`config.mk`:
```
export PLATFORM = sky130hd
export DESIGN_NAME = vending_controller
export DESIGN_NICKNAME = d
export VERILOG_FILES = /design/src/rtl/vending_controller.sv
export SDC_FILE = /design/constraint.sdc
export NUM_CORES = 1
export LEC_CHECK = 0
export BUFFER_PORTS_ARGS = -buffer_cell sky130_fd_sc_hd__buf_2
export CAP_MARGIN = 30
export CORE_UTILIZATION = 37
export CTS_CLUSTER_DIAMETER = 100
export CTS_CLUSTER_SIZE = 30
export DETAILED_ROUTE_END_ITERATION = 10
export GPL_TIMING_DRIVEN = 1
export HOLD_SLACK_MARGIN = 0.06
export PLACE_DENSITY = 0.63
export SETUP_SLACK_MARGIN = 0.5
export SLEW_MARGIN = 30
export SYNTH_ARGS = -nofsm -noshare
export SYNTH_HDL_FRONTEND = slang
export SYNTH_SLANG_ARGS = --single-unit
```
`constraint.sdc`:
```
create_clock -name clk -period 3.7 [get_ports clk]
set_input_delay 0.185 -clock clk [delete_from_list [all_inputs] [get_ports clk]]
set_output_delay 0.185 -clock clk [all_outputs]
set_load 0.05 [all_outputs]
```
`src/rtl/vending_controller.sv`:
```
// Vending-machine core: coin credit, drink purchase, paced change return.
// Three-state FSM (INSERT / DISPENSE / RETURN) paced by an external tick.
module vending_controller #(
    parameter int MONEY_W     = 8,
    parameter int MAX_MONEY   = 99,
    parameter int N_DRINKS    = 4,
    parameter int SEL_W       = 2,
    parameter logic [N_DRINKS*MONEY_W-1:0] PRICES =
        {8'd60, 8'd30, 8'd25, 8'd20},
    parameter int COIN0       = 5,
    parameter int COIN1       = 10,
    parameter int COIN2       = 50,
    parameter int RETURN_STEP = 5
) (
    input  logic                clk,
    input  logic                rst,
    input  logic                tick,
    input  logic                coin0,
    input  logic                coin1,
    input  logic                coin2,
    input  logic                cancel,
    input  logic                buy_req,
    input  logic [SEL_W-1:0]    buy_sel,
    output logic [MONEY_W-1:0]  money,
    output logic [N_DRINKS-1:0] affordable,
    output logic [1:0]          state_o,
    output logic                dispense_valid,
    output logic [SEL_W-1:0]    dispense_id,
    output logic                buy_reject,
    output logic                change_valid,
    output logic [MONEY_W-1:0]  change_amt
);

    typedef enum logic [1:0] {
        S_INSERT   = 2'b00,
        S_DISPENSE = 2'b01,
        S_RETURN   = 2'b10
    } state_t;

    localparam logic [MONEY_W:0]   L_MAX = (MONEY_W+1)'(MAX_MONEY);
    localparam logic [MONEY_W:0]   L_C0  = (MONEY_W+1)'(COIN0);
    localparam logic [MONEY_W:0]   L_C1  = (MONEY_W+1)'(COIN1);
    localparam logic [MONEY_W:0]   L_C2  = (MONEY_W+1)'(COIN2);
    localparam logic [MONEY_W-1:0] L_RET = MONEY_W'(RETURN_STEP);

    state_t             r_state;
    logic [MONEY_W-1:0] r_money;
    logic [SEL_W-1:0]   r_id;
    logic               r_dv;
    logic               r_rej;
    logic               r_cv;
    logic [MONEY_W-1:0] r_camt;

    state_t             w_state_nx;
    logic [MONEY_W-1:0] w_money_nx;
    logic [SEL_W-1:0]   w_id_nx;
    logic               w_dv_nx;
    logic               w_rej_nx;
    logic               w_cv_nx;
    logic [MONEY_W-1:0] w_camt_nx;

    logic [MONEY_W:0]   w_coin;
    logic [MONEY_W:0]   w_sum;
    logic [MONEY_W-1:0] w_sat;
    logic [MONEY_W-1:0] w_price;
    logic [MONEY_W-1:0] w_amt;
    logic               w_any_coin;
    logic               w_sel_ok;
    logic               w_accept;

    // One coin per cycle; the sum is one bit wider so saturation never wraps
    always_comb begin
        w_coin = '0;
        if (coin0) begin
            w_coin = L_C0;
        end else if (coin1) begin
            w_coin = L_C1;
        end else if (coin2) begin
            w_coin = L_C2;
        end
    end

    assign w_any_coin = coin0 | coin1 | coin2;
    assign w_sum      = {1'b0, r_money} + w_coin;
    assign w_sat      = (w_sum > L_MAX) ? L_MAX[MONEY_W-1:0]
                                        : w_sum[MONEY_W-1:0];

    always_comb begin
        w_price = '0;
        for (int i = 0; i < N_DRINKS; i++) begin
            if (int'(buy_sel) == i) begin
                w_price = PRICES[i*MONEY_W +: MONEY_W];
            end
        end
    end

    assign w_sel_ok = int'(buy_sel) < N_DRINKS;
    assign w_accept = w_sel_ok && (r_money >= w_price);
    assign w_amt    = (r_money < L_RET) ? r_money : L_RET;

    always_ff @(posedge clk) begin
        if (rst) begin
            r_state <= S_INSERT;
            r_money <= '0;
            r_id    <= '0;
            r_dv    <= 1'b0;
            r_rej   <= 1'b0;
            r_cv    <= 1'b0;
            r_camt  <= '0;
        end else begin
            r_state <= w_state_nx;
            r_money <= w_money_nx;
            r_id    <= w_id_nx;
            r_dv    <= w_dv_nx;
            r_rej   <= w_rej_nx;
            r_cv    <= w_cv_nx;
            r_camt  <= w_camt_nx;
        end
    end

    always_comb begin
        w_state_nx = r_state;
        w_money_nx = r_money;
        w_id_nx    = r_id;
        w_dv_nx    = 1'b0;
        w_rej_nx   = 1'b0;
        w_cv_nx    = 1'b0;
        w_camt_nx  = '0;
        unique case (r_state)
            S_INSERT: begin
                if (cancel) begin
                    if (r_money != '0) begin
                        w_state_nx = S_RETURN;
                    end
                end else if (buy_req) begin
                    if (w_accept) begin
                        w_money_nx = r_money - w_price;
                        w_id_nx    = buy_sel;
                        w_dv_nx    = 1'b1;
                        w_state_nx = S_DISPENSE;
                    end else begin
                        w_rej_nx   = 1'b1;
                    end
                end else if (w_any_coin) begin
                    w_money_nx = w_sat;
                end
            end
            S_DISPENSE: begin
                if (tick) begin
                    w_state_nx = (r_money != '0) ? S_RETURN : S_INSERT;
                end
            end
            S_RETURN: begin
                if (tick) begin
                    w_money_nx = r_money - w_amt;
                    w_cv_nx    = 1'b1;
                    w_camt_nx  = w_amt;
                    if (r_money == w_amt) begin
                        w_state_nx = S_INSERT;
                    end
                end
            end
            default: w_state_nx = S_INSERT;
        endcase
    end

    always_comb begin
        affordable = '0;
        for (int i = 0; i < N_DRINKS; i++) begin
            affordable[i] = (r_state == S_INSERT) &&
                            (r_money >= PRICES[i*MONEY_W +: MONEY_W]);
        end
    end

    assign state_o        = r_state;
    assign money          = r_money;
    assign dispense_id    = r_id;
    assign dispense_valid = r_dv;
    assign buy_reject     = r_rej;
    assign change_valid   = r_cv;
    assign change_amt     = r_camt;

endmodule

```
Word-level counts from Yosys, hierarchy flattened
Cells that the tools add are included.

Register bits after elaboration: 23. Output and inout port bits: 27. Logic and storage cells: 80.

Add/sub/neg operators: 3. Magnitude comparators: 7. Equality and inequality tests: 15. Multiplexer cells: 27. Bitwise logic cells: 7. Reduce and logical (&&, ||, !) cells: 14.

Operator list (count): two-way mux 8 bit (10); greater-or-equal comparator 8 x 5 -> 1 bit (second input constant) (3); two-way mux 2 bit (8); one-hot mux 8 bit (2 select lines) (1); subtractor 8 bit (2); inequality test 3 bit (second input constant) (5); two-way mux 6 bit (2); adder 8 x 9 -> 9 bit (1); > comparator 9 x 7 -> 1 bit (second input constant) (1); two-way mux 9 bit (1); == test 8 bit (1); greater-or-equal comparator 8 x 6 -> 1 bit (second input constant) (1); greater-or-equal comparator 8 bit (1); less-than comparator 8 x 3 -> 1 bit (second input constant) (1); inequality test 2 bit (second input constant) (4); nonzero test 8 bit (1); == test 2 bit (second input constant) (3); one-hot mux 2 bit (3 select lines) (1); AND reduction 6 bit (1); two-way mux 5 bit (1); inverter 1 bit (5); AND reduction 5 bit (1); == test 2 x 1 -> 1 bit (second input constant) (2); logical AND 1 bit (4); other kinds (8) (12).

Logic depth before layout (Yosys ltp)
Gate-level depths: netlist of run 1.

Word-level depth: 10. Mapped depth: 12.

Least setup slack after synthesis of run 1
No wires, ideal clock.

Kind: register to register. Start point: register r_money[4], in the netlist money[4]. End point: register r_money[6], in the netlist money[6]. Library setup time: 129 ps. Arrival time: 2970 ps. Data required time: 3571 ps. Slack: 601 ps. Cell stages (with the launch flop): 13. Buffers on the path: 2. Period minus slack after synthesis: 3099 ps. Cell sequence: dfxtp_1 -> clkbuf_1 -> clkbuf_1 -> nor3_1 -> nand2_1 -> nand2_1 -> ha_1 -> or2_2 -> a221o_2 -> o21a_1 -> o31ai_1 -> o41a_1 -> o2bb2ai_1.

Cells in the longest elaborated chain, start to end: 7. Elaborated cells between the ends (all ways): 16. Those cells by class: add/sub: 3; order compare: 3; eq/ne: 1; mux: 8; reduce/logical: 1.

Ends and longest elaborated chain: start: declaration (RTL line 47) `logic [MONEY_W-1:0] r_money;`; start signal: assignment (RTL line 112) `r_money <= w_money_nx;`; adder 8 x 9 -> 9 bit (RTL line 84) `assign w_sum = {1'b0, r_money} + w_coin;`; > comparator 9 x 7 -> 1 bit (RTL line 85) `assign w_sat = (w_sum > L_MAX) ? L_MAX[MONEY_W-1:0]`; two-way mux 8 bit (RTL line 85); two-way mux 8 bit (RTL line 144) `end else if (w_any_coin) begin`; two-way mux 8 bit (RTL line 135) `end else if (buy_req) begin`; two-way mux 8 bit (RTL line 131) `if (cancel) begin`; one-hot mux 8 bit (2 select lines) (RTL line 129) `unique case (r_state)`.

Parallel ways exist; a longest one is shown, timed or not. The select of a mux whose other input is x is not followed. A chain may end at the register's enable or synchronous reset.

Final worst setup path of run 1
Start point: register r_money[0], in the netlist money[0]. End point: register r_money[7], in the netlist money[7].

The elaborated chain is that of the path after synthesis.

==> results of run 1 <==
-- sequential cells by signal, indices dropped and copies added, names as in the netlist --
register and count:
buy_reject 1, change_amt 8, change_valid 1, dispense_id 2
dispense_valid 1, money 8, state_o 2
-- layout make-up --
cell class | count | area (sq um) | area share
multi-input cells | 213 | 1486 | 0.6380
flip-flops and latches | 23 | 461.7 | 0.1982
repair buffers | 41 | 217.7 | 0.09345
well taps | 70 | 87.58 | 0.03759
clock buffers | 3 | 41.29 | 0.01772
inverters | 8 | 30.03 | 0.01289
clock inverters | 1 | 5.005 | 0.002148
-- how the worst max path moves through the flow --
| stage | end | slack [ns] | cells past startpoint |
|---|---|---|---|
| after floorplan | money[6] | 0.60 | 12 |
| after global placement | money[7] | 0.81 | 10 |
| after detailed placement | money[7] | 0.74 | 9 |
| after CTS | money[7] | 0.71 | 9 |
| after global routing | money[7] | 0.50 | 10 |
| final | money[7] | 0.71 | 10 |
-- worst register-to-register path: stages (launching register included) --
cell	delay, ns
sky130_fd_sc_hd__dfxtp_1	0.41
sky130_fd_sc_hd__inv_1	0.15
sky130_fd_sc_hd__ha_1	0.26
sky130_fd_sc_hd__fa_1	0.41
sky130_fd_sc_hd__nand2b_1	0.18
sky130_fd_sc_hd__a21oi_1	0.19
sky130_fd_sc_hd__o21a_1	0.17
sky130_fd_sc_hd__nor3_1	0.08
sky130_fd_sc_hd__or2_1	0.39
sky130_fd_sc_hd__or4_1	0.55
sky130_fd_sc_hd__a31oi_1	0.16
-- stage by stage --
stage,cell area (sq um),utilization
2_1_floorplan,2048,-
3_3_place_gp,2282,0.4385
3_5_place_dp,2282,0.4385
4_1_cts,2328,0.4474
5_1_grt,2330,0.4476
6_report,2330,0.4476
-- cell usage in the layout, fill, tap and decap left out, types with 5 or more instances in the layout --
cell type / count
sky130_fd_sc_hd__buf_2: 36
sky130_fd_sc_hd__nor2_1: 26
sky130_fd_sc_hd__dfxtp_1: 22
sky130_fd_sc_hd__nand2_1: 21
sky130_fd_sc_hd__a21oi_1: 21
sky130_fd_sc_hd__ha_1: 12
sky130_fd_sc_hd__nor3_1: 10
sky130_fd_sc_hd__inv_1: 8
sky130_fd_sc_hd__o21ai_0: 8
sky130_fd_sc_hd__o21a_1: 7
sky130_fd_sc_hd__conb_1: 6
sky130_fd_sc_hd__nor2b_1: 5
sky130_fd_sc_hd__nand4_1: 5
sky130_fd_sc_hd__o31ai_1: 5
sky130_fd_sc_hd__buf_4: 5
-- power by group --
group	switching [mW]	internal [mW]
clock	0.0873	0.0755
sequential	0.0810	0.301
combinational	1.02	0.545
total	1.19	0.922
-- metal layers --
| metal | vias up | global-route usage |
|---|---|---|
| li1 | 1012 | - |
| met1 | 944 | 0.2712 |
| met2 | 60 | 0.3218 |
| met3 | 10 | 0.03832 |
| met4 | 0 | 0.08462 |
| met5 | - | 0 |
-- cell families after synthesis --
kind of cell,Yosys count,share of synthesized area
other cells,1,0.001848
mux,5,0.02713
simple gates,98,0.2595
fa+ha+maj,14,0.09371
buf+inv,23,0.04993
xor+xnor,6,0.02589
compound gates,84,0.3151
flops,23,0.2269
-- what timing repair did --
item                                   in CTS  in global routing
resized for setup                           0                  1
endpoints found under the hold margin       0                  0
setup endpoints to repair                   0                  1
==> insert_results.sql, run 1 <==
INSERT INTO impl_metrics (metric_group, metric, value, unit) VALUES
('outcome', 'outcome', 'completed', ''),
('sta', 'final.setup.tns', '0', 'ns'),
('sta', 'fin_skew', '0.005846', 'ns'),
('hold_path', 'hold_path.class', 'in -> reg', ''),
('detailed_routing', 'wirelength', '5684', 'microns'),
('worst_setup_path', 'r2r.worst_path.cells', '10', ''),
('floorplanning', 'floorplan.die_area', '5785', 'sq um'),
('sta', 'rsz_0062_raised_after_global_routing', 'no', ''),
('detailed_routing', 'met1_length', '2692', 'microns'),
('synth', 'yosys.cell_count.top_type', 'sky130_fd_sc_hd__nor2_1', ''),
('placed_design', 'place_inst', '355', ''),
('sta', 'timing_hold_violations_final', '0', ''),
('synth', 'synth_sequential_area_ratio', '0.2269', ''),
('final_layout', 'nets', '314', ''),
('sta', 'setup_violations', '0', ''),
('synth', 'netlist.top_cell.by_area', 'sky130_fd_sc_hd__dfxtp_1', ''),
('pwr', 'leakage', '1.025', 'nW'),
('synth', 'dominantRegCellSynth', 'sky130_fd_sc_hd__dfxtp_1', ''),
('worst_setup_path', 'reg2reg_from', 'money[0]', ''),
('grt', 'global_route_wire_length_before_repair', '9446', 'microns'),
('final_layout', 'final_layout_size_suffix_gt1_frac', '0.2353', ''),
('hold_path', 'min_path_cells', '3', ''),
('placed_design', 'portBuffers', '36', ''),
('floorplanning', 'dieWidth', '76.06', 'microns'),
('detailed_routing', 'maxUsedRoutingLayer', 'met4', ''),
('pwr', 'irDropWorstVdd', '0.5082', 'mV'),
('worst_setup_path', 'critical-path-slowest-cell', 'sky130_fd_sc_hd__or4_1', ''),
('floorplanning', 'initial_core_util', '0.3899', ''),
('placed_design', 'dp_worst_setup_slack', '0.7363', 'ns'),
('clock_tree', 'max-clock-path-buffers', '2', ''),
('synth', 'syn_area', '2029', 'sq um'),
('pwr', 'p_per_area', '907.2', 'nW/um^2'),
('grt', 'number_of_antenna_violations_at_the_first_check_in_global_routing', '0', ''),
('floorplanning', 'die_height', '76.06', 'microns'),
('sta', 'post_route_clock_period_utilization', '0.8076', ''),
('detailed_routing', 'routedWlPerCell', '15.83', 'microns'),
('synth', 'netlist_top_cells_area', 'sky130_fd_sc_hd__dfxtp_1, sky130_fd_sc_hd__ha_1, sky130_fd_sc_hd__a21oi_1', ''),
('clock_tree', 'clock_latency', '0.27', 'ns'),
('synth', 'yosys.area.top_type_share', '0.2269', ''),
('final_layout', 'insertedDiodeCount', '0', ''),
('synth', 'post_synthesis_sequential_element_count', '23', ''),
('clock_tree', 'clock_sink_count', '23', ''),
('sta', 'worst_slew_margin_rel', '0.5617', ''),
('grt', 'globalRouteTotalUtil', '0.2037', ''),
('final_layout', 'finalNonFillerCells', '359', ''),
('synth', 'synthTopCellsByCount', 'sky130_fd_sc_hd__nor2_1, sky130_fd_sc_hd__dfxtp_1, sky130_fd_sc_hd__a21oi_1, sky130_fd_sc_hd__nand2_1, sky130_fd_sc_hd__ha_1', ''),
('sta', 'worst-slew-pin-transition', '0.6560', 'ns'),
('worst_setup_path', 'worst_setup_path_startpoint', 'money[0]', ''),
('grt', 'grt_start_max_net_pins', '20', ''),
('grt', 'first_global_vias', '1907', ''),
('sta', 'fmaxAchievable', '0.3347', 'GHz'),
('clock_tree', 'cts_made_buffers', '3', ''),
('sta', 'layout_setup_ws', '0.7118', 'ns'),
('final_layout', 'syn2layout_area_growth', '14.80', '%'),
('detailed_routing', 'via_count', '2026', ''),
('floorplanning', 'rows', '26', ''),
('detailed_routing', 'post_route_drc_violation_count', '0', ''),
('sta', 'period_needed', '2.988', 'ns'),
('clock_tree', 'clock_tree_from_tritoncts', 'built', ''),
('placed_design', 'dp_hpwl', '4199', 'microns'),
('hold_path', 'hold_path.startpoint', 'buy_sel[0]', ''),
('sta', 'hold_slack', '0.2139', 'ns'),
('detailed_routing', 'final_antenna_net_count', '0', ''),
('synth', 'yosys_warnings', '0', ''),
('worst_setup_path', 'crit_chain', 'inv_1 -> ha_1 -> fa_1 -> nand2b_1 -> a21oi_1 -> o21a_1 -> nor3_1 -> or2_1 -> or4_1 -> a31oi_1', ''),
('clock_tree', 'cts_setup_buffers', '0', ''),
('pwr', 'total_power', '2.113', 'mW'),
('hold_path', 'worstHoldEndpoint', 'dispense_id[0]', ''),
('clock_tree', 'postCtsHoldBufs', '0', ''),
('placed_design', 'gp_routability_congestion', '0.8442', ''),
('floorplanning', 'standard_cell_core_area', '5205', 'sq um');
Note: power is estimated with default switching activity, not from simulation.
==> run 2: changes to the inputs <==
ABC_AREA = 1   (was not set)
clock period = 3.1 ns   (was 3.7 ns; I/O delays follow)
==> insert_results.sql, run 2 <==
INSERT INTO impl_metrics (metric_group, metric, value, unit) VALUES
('grt', 'number_of_antenna_violations_at_the_first_check_in_global_routing', '0', ''),
('sta', 'timing_hold_violations_final', '0', ''),
('sta', 'fmaxAchievable', '0.4399', 'GHz'),
('worst_setup_path', 'critPathArrivalTime', '2.44', 'ns'),
('pwr', 'irDropWorstVdd', '0.4818', 'mV'),
('clock_tree', 'max-clock-path-buffers', '2', ''),
('synth', 'synth_sequential_area_ratio', '0.2283', ''),
('detailed_routing', 'final_antenna_net_count', '0', ''),
('pwr', 'leakage', '1.254', 'nW'),
('detailed_routing', 'routedWlPerCell', '12.42', 'microns'),
('sta', 'period_needed', '2.273', 'ns'),
('worst_setup_path', 'critPathKind', 'reg -> reg', ''),
('synth', 'post_synthesis_sequential_element_count', '23', ''),
('detailed_routing', 'drt_iter0_drc', '148', ''),
('final_layout', 'finalNonFillerCells', '426', ''),
('clock_tree', 'cts.clk_slew.worst_paths', '0.09', 'ns'),
('grt', 'globalRouteTotalUtil', '0.1981', ''),
('pwr', 'clock_group_share_of_total_power', '0.070', ''),
('detailed_routing', 'router_iterations_before_antenna_repair', '4', ''),
('placed_design', 'portBuffers', '36', ''),
('floorplanning', 'die_height', '75.83', 'microns'),
('sta', 'fin_skew', '0.008443', 'ns'),
('sta', 'final.setup.tns', '0', 'ns'),
('clock_tree', 'cts-root-buf', 'sky130_fd_sc_hd__clkbuf_8', ''),
('clock_tree', 'clock_tree_from_tritoncts', 'built', ''),
('floorplanning', 'ios', '37', ''),
('clock_tree', 'cts_made_buffers', '3', ''),
('grt', 'grt_start_max_net_pins', '14', ''),
('placed_design', 'place_inst', '422', ''),
('flow_run', 'max_cap_viol_count', '0', ''),
('synth', 'yosys.area.top_type_share', '0.2283', ''),
('detailed_routing', 'post_route_drc_violation_count', '0', ''),
('final_layout', 'fill_count', '541', ''),
('pwr', 'p_switching', '1.661', 'mW'),
('placed_design', 'gp_routability_congestion', '0.9243', ''),
('final_layout', 'final_layout_size_suffix_gt1_frac', '0.2444', ''),
('final_layout', 'layout.cells.most_common', 'sky130_fd_sc_hd__nand2_1', ''),
('synth', 'synthesis.instances', '312', ''),
('worst_setup_path', 'worst_setup_path_end_kind', 'register', ''),
('detailed_routing', 'via_count', '2106', ''),
('sta', 'final_max_slew_viol_count', '0', ''),
('detailed_routing', 'via_per_inst', '4.944', ''),
('outcome', 'outcome', 'completed', ''),
('worst_setup_path', 'start_kind', 'register', ''),
('final_layout', 'syn2layout_area_growth', '16.19', '%'),
('worst_setup_path', 'crit_fanout', '7', ''),
('worst_setup_path', 'timing.critical_path.required', '3.27', 'ns'),
('pwr', 'netSwitchingFraction', '0.6055', ''),
('sta', 'hold_slack', '0.1445', 'ns'),
('grt', 'global_route_wire_length_before_repair', '8597', 'microns'),
('sta', 'layout_setup_ws', '0.8266', 'ns'),
('floorplanning', 'standard_cell_core_area', '5172', 'sq um'),
('synth', 'yosys_warnings', '0', ''),
('synth', 'netlist-cell-type-count', '40', ''),
('sta', 'setup_violations', '0', ''),
('floorplanning', 'dieWidth', '75.83', 'microns'),
('grt', 'first_global_vias', '1873', ''),
('final_layout', 'most-common-layout-cells', 'sky130_fd_sc_hd__nand2_1, sky130_fd_sc_hd__inv_1, sky130_fd_sc_hd__buf_2', ''),
('placed_design', 'dp_hpwl', '4232', 'microns'),
('clock_tree', 'clock_sink_count', '23', ''),
('synth', 'yosys.cell_count.top_type', 'sky130_fd_sc_hd__nand2_1', ''),
('pwr', 'p_per_area', '1171', 'nW/um^2'),
('hold_path', 'hold_path.class', 'in -> reg', ''),
('grt', 'grt_overflow', '0', ''),
('sta', 'rsz_0062_raised_after_global_routing', 'no', ''),
('synth', 'syn_area_per_cell', '6.465', 'sq um'),
('synth', 'asyncSetResetFlopFracSynth', '0', ''),
('final_layout', 'post-route-cell-area', '2344', 'sq um'),
('synth', 'dominantRegCellSynth', 'sky130_fd_sc_hd__dfxtp_1', ''),
('pwr', 'power_frac_seq', '0.180', ''),
('detailed_routing', 'wirelength', '5292', 'microns'),
('floorplanning', 'initial_core_util', '0.3899', ''),
('pwr', 'power.internal', '1.083', 'mW'),
('floorplanning', 'rows', '26', ''),
('final_layout', 'insertedDiodeCount', '0', ''),
('placed_design', 'dpl-instance-area', '2295', 'sq um'),
('sta', 'post_route_clock_period_utilization', '0.7334', ''),
('synth', 'syn_area', '2017', 'sq um'),
('synth', 'netlist.top_cell.by_area', 'sky130_fd_sc_hd__dfxtp_1', ''),
('floorplanning', 'floorplan.die_area', '5750', 'sq um'),
('clock_tree', 'clock_latency', '0.27', 'ns'),
('synth', 'netlist_top_cells_area', 'sky130_fd_sc_hd__dfxtp_1, sky130_fd_sc_hd__nand2_1, sky130_fd_sc_hd__ha_1', ''),
('final_layout', 'nets', '381', ''),
('pwr', 'comb_power_share', '0.749', ''),
('synth', 'synth-edff-count', '0', ''),
('placed_design', 'dp_worst_setup_slack', '0.6878', 'ns'),
('clock_tree', 'ctsHtreeMaxLevel', '1', ''),
('synth', 'synthTopCellsByCount', 'sky130_fd_sc_hd__nand2_1, sky130_fd_sc_hd__inv_1, sky130_fd_sc_hd__nor2_1', '');
run 2: worst max-delay path, cell delays in order, from the launching register on:
cell and delay, ns:
sky130_fd_sc_hd__dfxtp_1 0.53, sky130_fd_sc_hd__inv_1 0.16, sky130_fd_sc_hd__nor2_2 0.20, sky130_fd_sc_hd__nor2_4 0.06, sky130_fd_sc_hd__nand2_4 0.11, sky130_fd_sc_hd__inv_1 0.06, sky130_fd_sc_hd__nor2_1 0.08, sky130_fd_sc_hd__inv_1 0.09
sky130_fd_sc_hd__ha_1 0.20, sky130_fd_sc_hd__inv_1 0.09, sky130_fd_sc_hd__nand2_4 0.06, sky130_fd_sc_hd__nand2_2 0.06, sky130_fd_sc_hd__nand2_2 0.06, sky130_fd_sc_hd__nor2_2 0.10, sky130_fd_sc_hd__nand2_1 0.06, sky130_fd_sc_hd__nand2_1 0.06
sky130_fd_sc_hd__nor2_1 0.04, sky130_fd_sc_hd__nor2_1 0.09, sky130_fd_sc_hd__a21oi_1 0.07
run 2: area by class of cell:
class | instances | area (sq um) | share of cell area
multi-input cells | 240 | 1354 | 0.5777
flip-flops and latches | 23 | 462.9 | 0.1975
repair buffers | 39 | 202.7 | 0.08649
inverters | 50 | 190.2 | 0.08115
well taps | 70 | 87.58 | 0.03737
clock buffers | 3 | 41.29 | 0.01762
clock inverters | 1 | 5.005 | 0.002136
run 2: repair_timing:
action / CTS / global route
setup endpoints to repair: 0 / 6
hold buffers: 0 / 0
resized for setup: 0 / 2
setup buffers: 0 / 0
run 2: stage by stage:
stage / power [mW] / util
2_1_floorplan: 2.113 / -
3_3_place_gp: 2.530 / 0.4436
3_5_place_dp: 2.536 / 0.4436
4_1_cts: 2.734 / 0.4526
5_1_grt: 3.006 / 0.4531
6_report: 2.744 / 0.4531
run 2: kinds of logic after synthesis:
kind of cell / count (synthesis) / synth area share
simple gates: 163 / 0.3939
compound gates: 54 / 0.1588
buf+inv: 54 / 0.1098
flops: 23 / 0.2283
fa+ha+maj: 14 / 0.09429
xor+xnor: 3 / 0.01303
other cells: 1 / 0.001859
run 2: worst paths after layout:
kind	endpoint	startpoint	slack, ns	cells after the start
max	money[6]	money[2]	0.83	18
min	money[5]	rst	0.14	2
max reg2reg	money[6]	money[2]	0.83	18
min reg2reg	dispense_id[1]	dispense_id[1]	0.47	2
run 2: per-layer routing:
layer | track usage | wire length (microns) | up-vias
met2 | 0.3029 | 2388 | 55
met4 | 0.08025 | 116 | 0
met5 | 0 | 0 | -
li1 | - | - | 1101
met1 | 0.2829 | 2508 | 942
met3 | 0.01984 | 278 | 8
run 2: power by group through the flow:
stage	Combinational, mW	Clock (mW)	Sequential [mW]
final	2.06	0.193	0.495
after global routing	2.29	0.207	0.511
after CTS	2.05	0.195	0.493
after detailed placement	2.04	0	0.499
after global placement	2.03	0	0.498
after floorplan	1.41	0	0.705
